$ cat src/rtl/div_pkg.sv
// Shared types and encodings for the restoring-division sequencer and its arbiter.
package div_pkg;

  localparam int NREQ = 2;

  typedef enum logic [2:0] {
    ST_IDLE    = 3'd0,
    ST_LOAD    = 3'd1,
    ST_TEST    = 3'd2,
    ST_RESTORE = 3'd3,
    ST_ACCEPT  = 3'd4,
    ST_DONE    = 3'd5
  } state_e;

  localparam logic [1:0] SEL_NONE   = 2'b00;
  localparam logic [1:0] SEL_HOLD   = 2'b01;
  localparam logic [1:0] SEL_LOAD   = 2'b10;
  localparam logic [1:0] SEL_SHIFT1 = 2'b11;

  typedef struct packed {
    logic       load;
    logic       add;
    logic       shift;
    logic       inbit;
    logic [1:0] sel;
  } ctrl_t;

  // Datapath controls are a pure function of state (Moore).
  function automatic ctrl_t ctrl_decode(input state_e st);
    ctrl_t c;
    c = '0;
    c.sel = SEL_NONE;
    case (st)
      ST_LOAD: begin
        c.load  = 1'b1;
        c.shift = 1'b1;
        c.sel   = SEL_LOAD;
      end
      ST_TEST: begin
        c.sel   = SEL_HOLD;
      end
      ST_RESTORE: begin
        c.add   = 1'b1;
        c.shift = 1'b1;
        c.sel   = SEL_HOLD;
      end
      ST_ACCEPT: begin
        c.shift = 1'b1;
        c.inbit = 1'b1;
        c.sel   = SEL_SHIFT1;
      end
      default: c = '0;
    endcase
    return c;
  endfunction

endpackage

$ cat src/rtl/rr_arb2.sv
// Two-way round-robin arbiter; ptr_q names the requester that wins the next tie.
module rr_arb2
  import div_pkg::*;
(
  input  logic            clk,
  input  logic            reset,
  input  logic [NREQ-1:0] req_i,
  input  logic            update_i,
  output logic [NREQ-1:0] winner_o,
  output logic            ptr_o
);

  logic ptr_q, ptr_d;

  always_comb begin
    winner_o = '0;
    case (req_i)
      2'b01:   winner_o = 2'b01;
      2'b10:   winner_o = 2'b10;
      2'b11:   winner_o = ptr_q ? 2'b10 : 2'b01;
      default: winner_o = '0;
    endcase
  end

  // After a grant the other requester becomes favoured, single grants included.
  always_comb begin
    ptr_d = ptr_q;
    if (update_i && (|req_i)) begin
      ptr_d = winner_o[0];
    end
  end

  always_ff @(posedge clk or negedge reset) begin
    if (!reset) begin
      ptr_q <= 1'b0;
    end else begin
      ptr_q <= ptr_d;
    end
  end

  assign ptr_o = ptr_q;

endmodule

$ cat src/rtl/div_sequencer.sv
// Arbitrates two requesters onto one restoring divider and sequences its
// load/test/restore/accept iterations, pulsing done to the owner at the end.
module div_sequencer
  import div_pkg::*;
#(
  parameter int WIDTH = 8
) (
  input  logic            clk,
  input  logic            reset,
  input  logic [NREQ-1:0] req,
  input  logic            sign,
  output logic [NREQ-1:0] grant,
  output logic [NREQ-1:0] done,
  output logic            busy,
  output logic            load,
  output logic            add,
  output logic            shift,
  output logic            inbit,
  output logic [1:0]      sel
);

  localparam int CNT_W = (WIDTH > 1) ? $clog2(WIDTH) : 1;
  localparam logic [CNT_W-1:0] CNT_LAST = CNT_W'(WIDTH - 1);

  state_e          state_q, state_d;
  logic [CNT_W-1:0] cnt_q, cnt_d;
  logic [NREQ-1:0] grant_q, grant_d;
  logic [NREQ-1:0] arb_req;
  logic [NREQ-1:0] arb_win;
  logic            arb_ptr;
  logic            start;
  ctrl_t           ctrl;

  // Requests only count in IDLE and DONE; in DONE the owner is masked so a
  // requester holding req high cannot starve the other one.
  always_comb begin
    arb_req = '0;
    if (state_q == ST_IDLE) begin
      arb_req = req;
    end else if (state_q == ST_DONE) begin
      arb_req = req & ~grant_q;
    end
  end

  assign start = |arb_req;

  rr_arb2 u_arb (
    .clk      (clk),
    .reset    (reset),
    .req_i    (arb_req),
    .update_i (start),
    .winner_o (arb_win),
    .ptr_o    (arb_ptr)
  );

  always_comb begin
    state_d = state_q;
    cnt_d   = cnt_q;
    grant_d = grant_q;
    case (state_q)
      ST_IDLE, ST_DONE: begin
        if (start) begin
          state_d = ST_LOAD;
          grant_d = arb_win;
        end else begin
          state_d = ST_IDLE;
          grant_d = '0;
        end
      end
      ST_LOAD: begin
        state_d = ST_TEST;
        cnt_d   = '0;
      end
      ST_TEST: begin
        state_d = sign ? ST_RESTORE : ST_ACCEPT;
      end
      ST_RESTORE, ST_ACCEPT: begin
        // The last iteration leaves cnt at WIDTH-1 so it never wraps.
        if (cnt_q == CNT_LAST) begin
          state_d = ST_DONE;
        end else begin
          state_d = ST_TEST;
          cnt_d   = cnt_q + CNT_W'(1);
        end
      end
      default: begin
        state_d = ST_IDLE;
        grant_d = '0;
      end
    endcase
  end

  always_ff @(posedge clk or negedge reset) begin
    if (!reset) begin
      state_q <= ST_IDLE;
      cnt_q   <= '0;
      grant_q <= '0;
    end else begin
      state_q <= state_d;
      cnt_q   <= cnt_d;
      grant_q <= grant_d;
    end
  end

  assign ctrl  = ctrl_decode(state_q);
  assign load  = ctrl.load;
  assign add   = ctrl.add;
  assign shift = ctrl.shift;
  assign inbit = ctrl.inbit;
  assign sel   = ctrl.sel;

  assign grant = grant_q;
  assign done  = (state_q == ST_DONE) ? grant_q : '0;
  assign busy  = (state_q != ST_IDLE);

`ifndef SYNTHESIS
  a_grant_onehot: assert property (@(posedge clk) disable iff (!reset) $onehot0(grant_q));
  a_ptr_tracks: assert property (@(posedge clk) disable iff (!reset)
    (state_q == ST_LOAD) |-> (arb_ptr == grant_q[0]));
`endif

endmodule

$ cat config.mk
export PLATFORM = sky130hd
export DESIGN_NAME = div_sequencer
export DESIGN_NICKNAME = d
export VERILOG_FILES = /design/src/rtl/div_pkg.sv /design/src/rtl/rr_arb2.sv /design/src/rtl/div_sequencer.sv
export SDC_FILE = /design/constraint.sdc
export NUM_CORES = 1
export LEC_CHECK = 0
export ABC_AREA = 1
export CORE_MARGIN = 2
export CORE_UTILIZATION = 43
export CTS_BUF_LIST = sky130_fd_sc_hd__clkbuf_4
export CTS_CLUSTER_SIZE = 8
export DETAILED_ROUTE_END_ITERATION = 7
export PLACE_DENSITY = 0.83
export SYNTH_ARGS = -nofsm -noshare
export SYNTH_HDL_FRONTEND = slang
export SYNTH_HIERARCHICAL = 1
export SYNTH_SLANG_ARGS = --single-unit
$ cat constraint.sdc
create_clock -name clk -period 1.33 [get_ports clk]
set_clock_uncertainty 0.2 [all_clocks]
set_input_delay 0.1995 -clock clk [delete_from_list [all_inputs] [get_ports clk]]
set_output_delay 0.1995 -clock clk [all_outputs]
set_load 0.02 [all_outputs]
==> out/metrics.cfg, run 1 <==
[run_status]
status = complete, but fails checks
violations = setup timing

[route]
vias = 619
postRouteAntennaNets = 0
drt_wl_total_um = 1630
routedWlPerCell_um = 12.6
drc = 0
via_per_inst = 4.80
drt_pass1_iterations = 2
drtIter0Drc = 6

[critical_path]
critical_path_peak_fanout = 4
slowest_stage = dfrtp_2
crit_start = state_q[0]$_DFF_PN0_
critPathKind = flip-flop to flip-flop
critPathCaptureType = flip-flop
reg2reg_setup_slack_ps = -310
crit_chain = nor2_4 -> buf_6 -> nand2_4 -> nor2_4 -> nor2_4 -> inv_2 -> nand2_2 -> and2_4 -> nor2_2 -> nand2_1 -> nand2_1
cp.arrival_ps = 1640
r2r_start = state_q[0]$_DFF_PN0_
worstSetupEndpoint = grant[1]$_DFFE_PN0N_
start_kind = flip-flop
r2r_cells = 11
crit_top_cell = nor2_4
cp.required_ps = 1340
reg2reg_to = grant[1]$_DFFE_PN0N_
cpPeakStageDelay_ps = 470

[sta]
whs_ps = 28.0
setup_viol = 18
final_hold_viol_count = 0
slew-limit-headroom_pct = 71.5
post-route-period-util_pct = 123
fin_ws_ps = -305
period_minus_slack_ps = 1640
timing.fmax_mhz = 611
rsz0062_at_grt = true
tightest_slew_ps = 426
maxSlewViolCount = 0

[placed_design]
dpl.hpwl_um = 1110
io_buffers = 15
place_congestion = 0.703
dp_slack_ps = -485

[yosys]
ys.flop_type = dfrtp_1
muxShareOfSynthArea_pct = 0
synth-simple-area-share_pct = 43.7
postSynthAreaPerCell_sq_um = 7.41
synth_most_common_cell = nand2_1
synth-seq-area-share_pct = 39.0
synthTopCellsByCount = nand2_1 (20), inv_1 (11), dfrtp_1 (9), nand3_1 (9), nor2_1 (8)
synth_top_family_by_area = simple AND/OR/NAND/NOR gates
synth_area_leaders = dfrtp_1 (39%), nand2_1 (13%), nand3_1 (7.8%), inv_1 (7.1%), nand2_2 (5.4%)
synth_xor_area_share_pct = 0
yosysTopAreaCell = dfrtp_1
ys_types = 16
synth_edf_count = 0
syn-instance-count = 78
syn-num-nets = 85
synth-seq-cells = 9
synth_fa_ha_area_share_pct = 4.33
yosysTopAreaCellShare_pct = 39.0
synth_area_sq_um = 578
synth-compound-area-share_pct = 4.55
ys_async_sr_fraction_pct = 100
yosys_warnings = 6

[global_route]
grt_pass1_vias = 569
antenna_found_initial = 0
top_usage_layer = met2
groute.layer.met1.usage_pct = 24.7
gr-usage-all-layers_pct = 22.4
grtUsageMet2_pct = 41.7
grt_max_degree = 10
grt_pass1_wl_um = 2320
grt-ovfl-total = 0
gr-usage-met3_pct = 1.63

[clocking]
clock_sinks = 9
clock_latency_ps = 270
cts_tree = built
ctsHoldBuffers = 0
htree_levels = 1
clk_pin_slew_ps = 70
clockBufferDepth = 2
cts_root_buf = clkbuf_4
cts_made_buffers = 3

[flow_run]
cap_violations = 0

[cells_and_area]
num-nets-final = 122
fillers = 90
drive_above_1_share_pct = 57.0
syn_to_final_growth_pct = 74.0
n_antenna_cell = 0

[floorplan]
fp.dieW_um = 40.7
core_area_sq_um = 1280
initial_core_util_pct = 45.0
die_area_sq_um = 1650
io_pins = 16
die_h_um = 40.7
rows = 13

[pwr]
p_leak_nw = 0.550
vdd_drop_max_mv = 1.83
p_per_area_nw_per_um2 = 2530

[min_path]
hp-class = input port to asynchronous set/reset pin

-- metal layers --
metal / vias up / share of wire [%]
met4: 0 / 2.1
met3: 4 / 2.9
met5: - / 0
met2: 13 / 56
met1: 289 / 39
li1: 313 / -
-- registers in the layout, summed over array words and instances, names as in the netlist --
register,count
grant,2
cnt_q,3
state_q,3
u_arb/ptr_o,1
-- through the flow --
step	cell area, sq um	utilization, %	TNS (ps)	cells	total power [W]
global route	1010	78.3	-4900	129	0.00270
CTS	951	74.0	-3480	128	0.00237
detailed placement	815	63.4	-5160	116	0.00182
global placement	815	63.4	-4710	116	0.00176
finish	1010	78.3	-3700	129	0.00255
floorplan	586	-	-505	78	0.00126
-- cells by family after synthesis --
| kind of cell | Yosys count |
|---|---|
| flops | 9 |
| simple gates | 51 |
| fa+ha+maj | 2 |
| buf+inv | 13 |
| compound gates | 3 |
-- power breakdown --
group	leakage, nW	switching, W	internal [W]
Combinational	0.416	0.000949	0.000837
Sequential	0.116	0.000118	0.000394
Clock	0.0184	0.000110	0.000137
Total	0.550	0.00118	0.00137
-- final cells by class --
type / count / area [sq um] / share of cell area [%]
multi-input cells: 56 / 384 / 38.2
repair buffers: 32 / 295 / 29.4
flip-flops and latches: 9 / 226 / 22.5
inverters: 13 / 51.3 / 5.10
clock buffers: 4 / 30.0 / 2.99
well taps: 15 / 18.8 / 1.87
-- worst max-delay path, delay by kind of cell (launching register included) --
family | cells | cell delay (ps)
AND/OR/NAND/NOR | 9 | 720
flip-flops | 1 | 470
buffers and inverters | 2 | 190
-- repair_timing --
item / in CTS / in global routing
buffers inserted: 8 / 1
cloned: 0 / 0
setup endpoints to repair: 19 / 20
resized for setup: 78 / 12
pin swaps: 5 / 2
-- placed cells by master, fill, tap and decap left out, types with 5 or more instances in the layout --
cell type / synthesis / routed
nand2_2: 5 / 6
nand2_4: 0 / 5
nand3_1: 9 / 5
dfrtp_1: 9 / 8
buf_4: 0 / 16
nor2_1: 8 / 6
buf_6: 0 / 12
inv_2: 2 / 7
nand2_1: 20 / 14
inv_1: 11 / 5
-- how the worst min path moves through the flow --
| stage | slack (ps) | depth (start not counted) | startpoint | to |
|---|---|---|---|---|
| 2_1_floorplan | -300 | 0 | reset | cnt_q[0]$_DFFE_PN0P_ |
| 3_5_place_dp | 280 | 2 | u_arb/ptr_o$_DFFE_PN0P_ | u_arb/ptr_o$_DFFE_PN0P_ |
| 4_1_cts | 40 | 1 | reset | state_q[2]$_DFF_PN0_ |
| 3_3_place_gp | 250 | 2 | u_arb/ptr_o$_DFFE_PN0P_ | u_arb/ptr_o$_DFFE_PN0P_ |
| 6_report | 30 | 1 | reset | cnt_q[1]$_DFFE_PN0P_ |
| 5_1_grt | 60 | 1 | reset | state_q[2]$_DFF_PN0_ |
Power figures use the tool's default switching activity.
==> run 2: changes to the inputs <==
Settings changed: CTS_CLUSTER_DIAMETER set to 50, PLACE_DENSITY 0.83 to unset, PLACE_DENSITY_LB_ADDON set to 0.08, SKIP_CTS_REPAIR_TIMING set to 1.
==> run 2 against run 1 <==
Effect of this change: the flow still finishes with violations (setup timing); fmax decreased by 2.0%; clock power decreased by 2%; die area unchanged; global-route usage decreased by 4.9 points; sequential power decreased by 5.3%; routed wire length decreased by 6.8%; combinational power decreased by 7%; total power decreased by 5.9%; sequential cell count unchanged; sequential share of layout area increased by 0.68 points; via count decreased by 1.5%; clock-buffer cell count unchanged.
==> out/metrics.cfg, run 2 (same netlist as run 1, synthesis figures left out) <==
[floorplan]
fp.dieW_um = 40.7
io_pins = 16
initial_core_util_pct = 45.0
die_area_sq_um = 1650
rows = 13
core_area_sq_um = 1280
die_h_um = 40.7

[route]
highest_layer = met4
drt_wl_total_um = 1520
routedWlPerCell_um = 11.9
vias = 610
wl_met2_um = 835
drc = 0
drtIter0Drc = 11
drt_pass1_iterations = 4
wl_met1_um = 609
wl_met3_um = 38
via_per_inst = 4.77
postRouteAntennaNets = 0

[cells_and_area]
finish.utilization_pct = 75.6
mostFrequentLayoutCell = buf_4
n_antenna_cell = 0
drive_above_1_share_pct = 54.9
syn_to_final_growth_pct = 68.0
layout_common_cells = buf_4 (19), nand2_1 (14), dfrtp_1 (9), nand2_2 (8), inv_1 (8)
num-nets-final = 121

[placed_design]
io_buffers = 15
place_congestion = 0.697
dpl.hpwl_um = 958
dp_slack_ps = -428

[sta]
slew-limit-headroom_pct = 73.1
period_minus_slack_ps = 1670
maxSlewViolCount = 0
final_hold_viol_count = 0
rsz0062_at_grt = true
setup_viol = 18
timing.fmax_mhz = 599
fin_ws_ps = -338
tightest_slew_ps = 402
post-route-period-util_pct = 125
fin_setup_tns_ps = -3850

[clocking]
cts_tree = built
cts_root_buf = clkbuf_4
cts_made_buffers = 3
clockBufferDepth = 2
clk_pin_slew_ps = 70
clock_sinks = 9
clock_latency_ps = 270
htree_levels = 1

[global_route]
grt_pass1_wl_um = 1860
grt_max_degree = 10
antenna_found_initial = 0
gr-usage-all-layers_pct = 17.5
grt_pass1_vias = 483
grt-ovfl-total = 0

[critical_path]
start_kind = flip-flop
path_buf_inv = 2
critPathKind = flip-flop to flip-flop
cpPeakStageDelay_ps = 420
critical_path_peak_fanout = 4
critPathTopFamily = simple AND/OR/NAND/NOR gates
slowest_stage = dfrtp_1
cp.required_ps = 1340
crit_chain = nor2_2 -> buf_4 -> nand2_4 -> nor2_4 -> nor2_4 -> inv_2 -> nand2_2 -> and2_4 -> nor2_2 -> nand2_1 -> nand2_1
critPathCaptureType = flip-flop
cp.arrival_ps = 1680

[pwr]
p_per_area_nw_per_um2 = 2470
p_leak_nw = 0.550
vdd_drop_max_mv = 1.59

[run_status]
status = complete, but fails checks
violations = setup timing

[flow_run]
cap_violations = 0

[min_path]
hp-class = input port to asynchronous set/reset pin

## run 2: area by class of cell
cell class / instances / area (sq um)
sequential: 9 / 225
fill: 98 / 314
timing repair buffer: 31 / 268
clock buffer: 4 / 30.0
inverter: 13 / 48.8
tap: 15 / 18.8
multi-input combinational: 56 / 380
## run 2: power by group
group	internal, W	leakage [nW]	switching (W)
registers	0.000391	0.117	0.0000937
logic	0.000771	0.414	0.000898
clock network	0.000137	0.0184	0.000105
total	0.00130	0.550	0.00110
## run 2: worst reg2reg max path, cell delays in order, from the launching register on
cell and delay (ps):
dfrtp_1 420, nor2_2 150, buf_4 130, nand2_4 50, nor2_4 130, nor2_4 60, inv_2 80, nand2_2 60
and2_4 140, nor2_2 70, nand2_1 70, nand2_1 60
## run 2: layer usage
metal | track usage [%] | vias up
met4 | 7.50 | 0
met2 | 31.3 | 15
met5 | 0 | -
met1 | 20.1 | 278
met3 | 3.26 | 4
li1 | - | 313
## run 2: worst paths after layout
path,from,endpoint,slack [ps],depth (start not counted)
max in group asynchronous,reset,cnt_q[0]$_DFFE_PN0P_,620,1
hold / removal,reset,grant[0]$_DFFE_PN0N_,20,1
hold reg to reg,u_arb/ptr_o$_DFFE_PN0P_,u_arb/ptr_o$_DFFE_PN0P_,300,2
setup reg to reg,state_q[0]$_DFF_PN0_,grant[1]$_DFFE_PN0N_,-340,11
min in group clk,u_arb/ptr_o$_DFFE_PN0P_,u_arb/ptr_o$_DFFE_PN0P_,300,2
setup / recovery,state_q[0]$_DFF_PN0_,grant[1]$_DFFE_PN0N_,-340,11
## run 2: stage by stage
stage / total power [W] / hold WS (ps) / cells / instance area, sq um
3_3_place_gp: 0.00185 / 254 / 120 / 845
6_report: 0.00240 / 24.0 / 128 / 971
4_1_cts: 0.00212 / 37.4 / 124 / 875
5_1_grt: 0.00257 / 66.3 / 128 / 971
2_1_floorplan: 0.00126 / -296 / 78 / 586
3_5_place_dp: 0.00188 / 264 / 120 / 845
==> run 3: changes to the inputs <==
Settings changed: CORE_AREA set to 2 2 39 41, CORE_MARGIN 2 to unset, CORE_UTILIZATION 43 to unset, DIE_AREA set to 0 0 41 43.
Clock period 1.33 ns to 1.9 ns, I/O delays scaled along.
==> run 3 against run 2 <==
Effect of this change: the flow now finishes without violations; sequential power down 28%; clock power down 33%; combinational power down 51%; first-iteration DRC count down 73%; final cell count down 7.8%; non-clock buffer count down 11; final area down 13%; clock-buffer cell count unchanged; setup slack better by 510 ps; sequential share of layout area up 3.9 points.
==> out/metrics.cfg, run 3 (same netlist as run 1, synthesis figures left out) <==
[global_route]
grt_pass1_vias = 469
gr-usage-all-layers_pct = 15.3
grt_pass1_wl_um = 1820
antenna_found_initial = 0
grt-ovfl-total = 0
grt_max_degree = 10

[critical_path]
critPathTopFamily = flip-flops
path_buf_inv = 1
r2r_start = state_q[2]$_DFF_PN0_
slowest_stage = dfrtp_2
crit_chain = nor2_2 -> nand2_2 -> nand2_1 -> dlymetal6s2s_1
start_kind = flip-flop
cpPeakStageDelay_ps = 440
cp_num_cells = 4
r2r_cells = 10
critPathKind = flip-flop to output pin
cp.required_ps = 1410
crit_start = state_q[1]$_DFF_PN0_
critPathCaptureType = output pin
cp.arrival_ps = 1240
critical_path_peak_fanout = 5

[sta]
final_hold_viol_count = 0
period_minus_slack_ps = 1730
fin_ws_ps = 170
setup_viol = 0
tightest_slew_ps = 407
maxSlewViolCount = 0
fin_setup_tns_ps = 0
post-route-period-util_pct = 91.0
rsz0062_at_grt = false
timing.fmax_mhz = 578
slew-limit-headroom_pct = 72.8

[floorplan]
rows = 14
core_area_sq_um = 1380
die_area_sq_um = 1760
initial_core_util_pct = 41.8
io_pins = 16
fp.dieW_um = 41
die_h_um = 43

[route]
routedWlPerCell_um = 9.88
drt_pass1_iterations = 4
drt_wl_total_um = 1170
drtIter0Drc = 3
highest_layer = met4
postRouteAntennaNets = 0
wl_met3_um = 56
vias = 517
wl_met1_um = 532
drc = 0
via_per_inst = 4.38
wl_met2_um = 570

[cells_and_area]
drive_above_1_share_pct = 24.5
n_antenna_cell = 0
num-nets-final = 110
syn_to_final_growth_pct = 45.5
layout_common_cells = nand2_1 (20), inv_1 (11), nand3_1 (9), dlymetal6s2s_1 (9), nor2_1 (8)
final_area_sq_um = 841
mostFrequentLayoutCell = nand2_1

[pwr]
vdd_drop_max_mv = 0.848
power_w = 0.00133
p_leak_nw = 0.568
p_per_area_nw_per_um2 = 1580

[placed_design]
place_congestion = 0.764
dp_slack_ps = 45.2
dpl_cell_area_sq_um = 786
dpl.hpwl_um = 903
io_buffers = 15

[run_status]
status = completed

[clocking]
clock_sinks = 9
clk_pin_slew_ps = 60
htree_levels = 1
cts_made_buffers = 3
cts_root_buf = clkbuf_4
clock_latency_ps = 260
cts_tree = built
clockBufferDepth = 2

[min_path]
hp-class = input port to asynchronous set/reset pin

[flow_run]
cap_violations = 0

==> run 3: cell types whose count changed in the layout (fill, tap and decap cells not counted), sizes merged <==
cell	change
dlymetal6s2s	+8
buf	-21
clkdlybuf4s50	+2
==> run 3: per-stage QoR <==
step / util [%] / cells / hold slack, ps
after floorplan: - / 78 / -211
after CTS: 59.0 / 118 / 126
after global placement: 56.8 / 114 / 256
after global routing: 60.8 / 118 / 149
after detailed placement: 56.8 / 114 / 269
final: 60.8 / 118 / 122
==> run 3: cell type report <==
cell class	count	area (sq um)
sequential	9	228
clock buffer	4	30.0
inverter	13	48.8
timing repair buffer	20	210
multi-input combinational	56	304
fill	136	543
tap	16	20.0
==> run 3: worst register-to-register path, delay by kind of cell, from the launching register on <==
kind | cells | cell delay [ps]
DFF | 1 | 380
buffers and inverters | 2 | 240
and+or+nand+nor | 8 | 660
==> run 3: report_power, final <==
| group | switching (W) | total, W | internal, W |
|---|---|---|---|
| clock network | 0.0000663 | 0.000161 | 0.0000952 |
| registers | 0.0000719 | 0.000350 | 0.000278 |
| logic | 0.000463 | 0.000819 | 0.000357 |
==> run 3: final timing paths <==
| kind | end | slack [ps] |
|---|---|---|
| setup reg to reg | grant[1]$_DFFE_PN0N_ | 310 |
| max in group asynchronous | state_q[1]$_DFF_PN0_ | 1070 |
| hold reg to reg | u_arb/ptr_o$_DFFE_PN0P_ | 270 |
| min in group clk | u_arb/ptr_o$_DFFE_PN0P_ | 270 |
| setup / recovery | sel[1] | 170 |
| hold / removal | grant[1]$_DFFE_PN0N_ | 120 |
==> run 3: metal layers <==
layer | global-route usage, % | vias to the layer above
met5 | 0 | -
met4 | 10.0 | 0
met3 | 1.57 | 2
met2 | 23.1 | 10
met1 | 19.6 | 214
li1 | - | 291
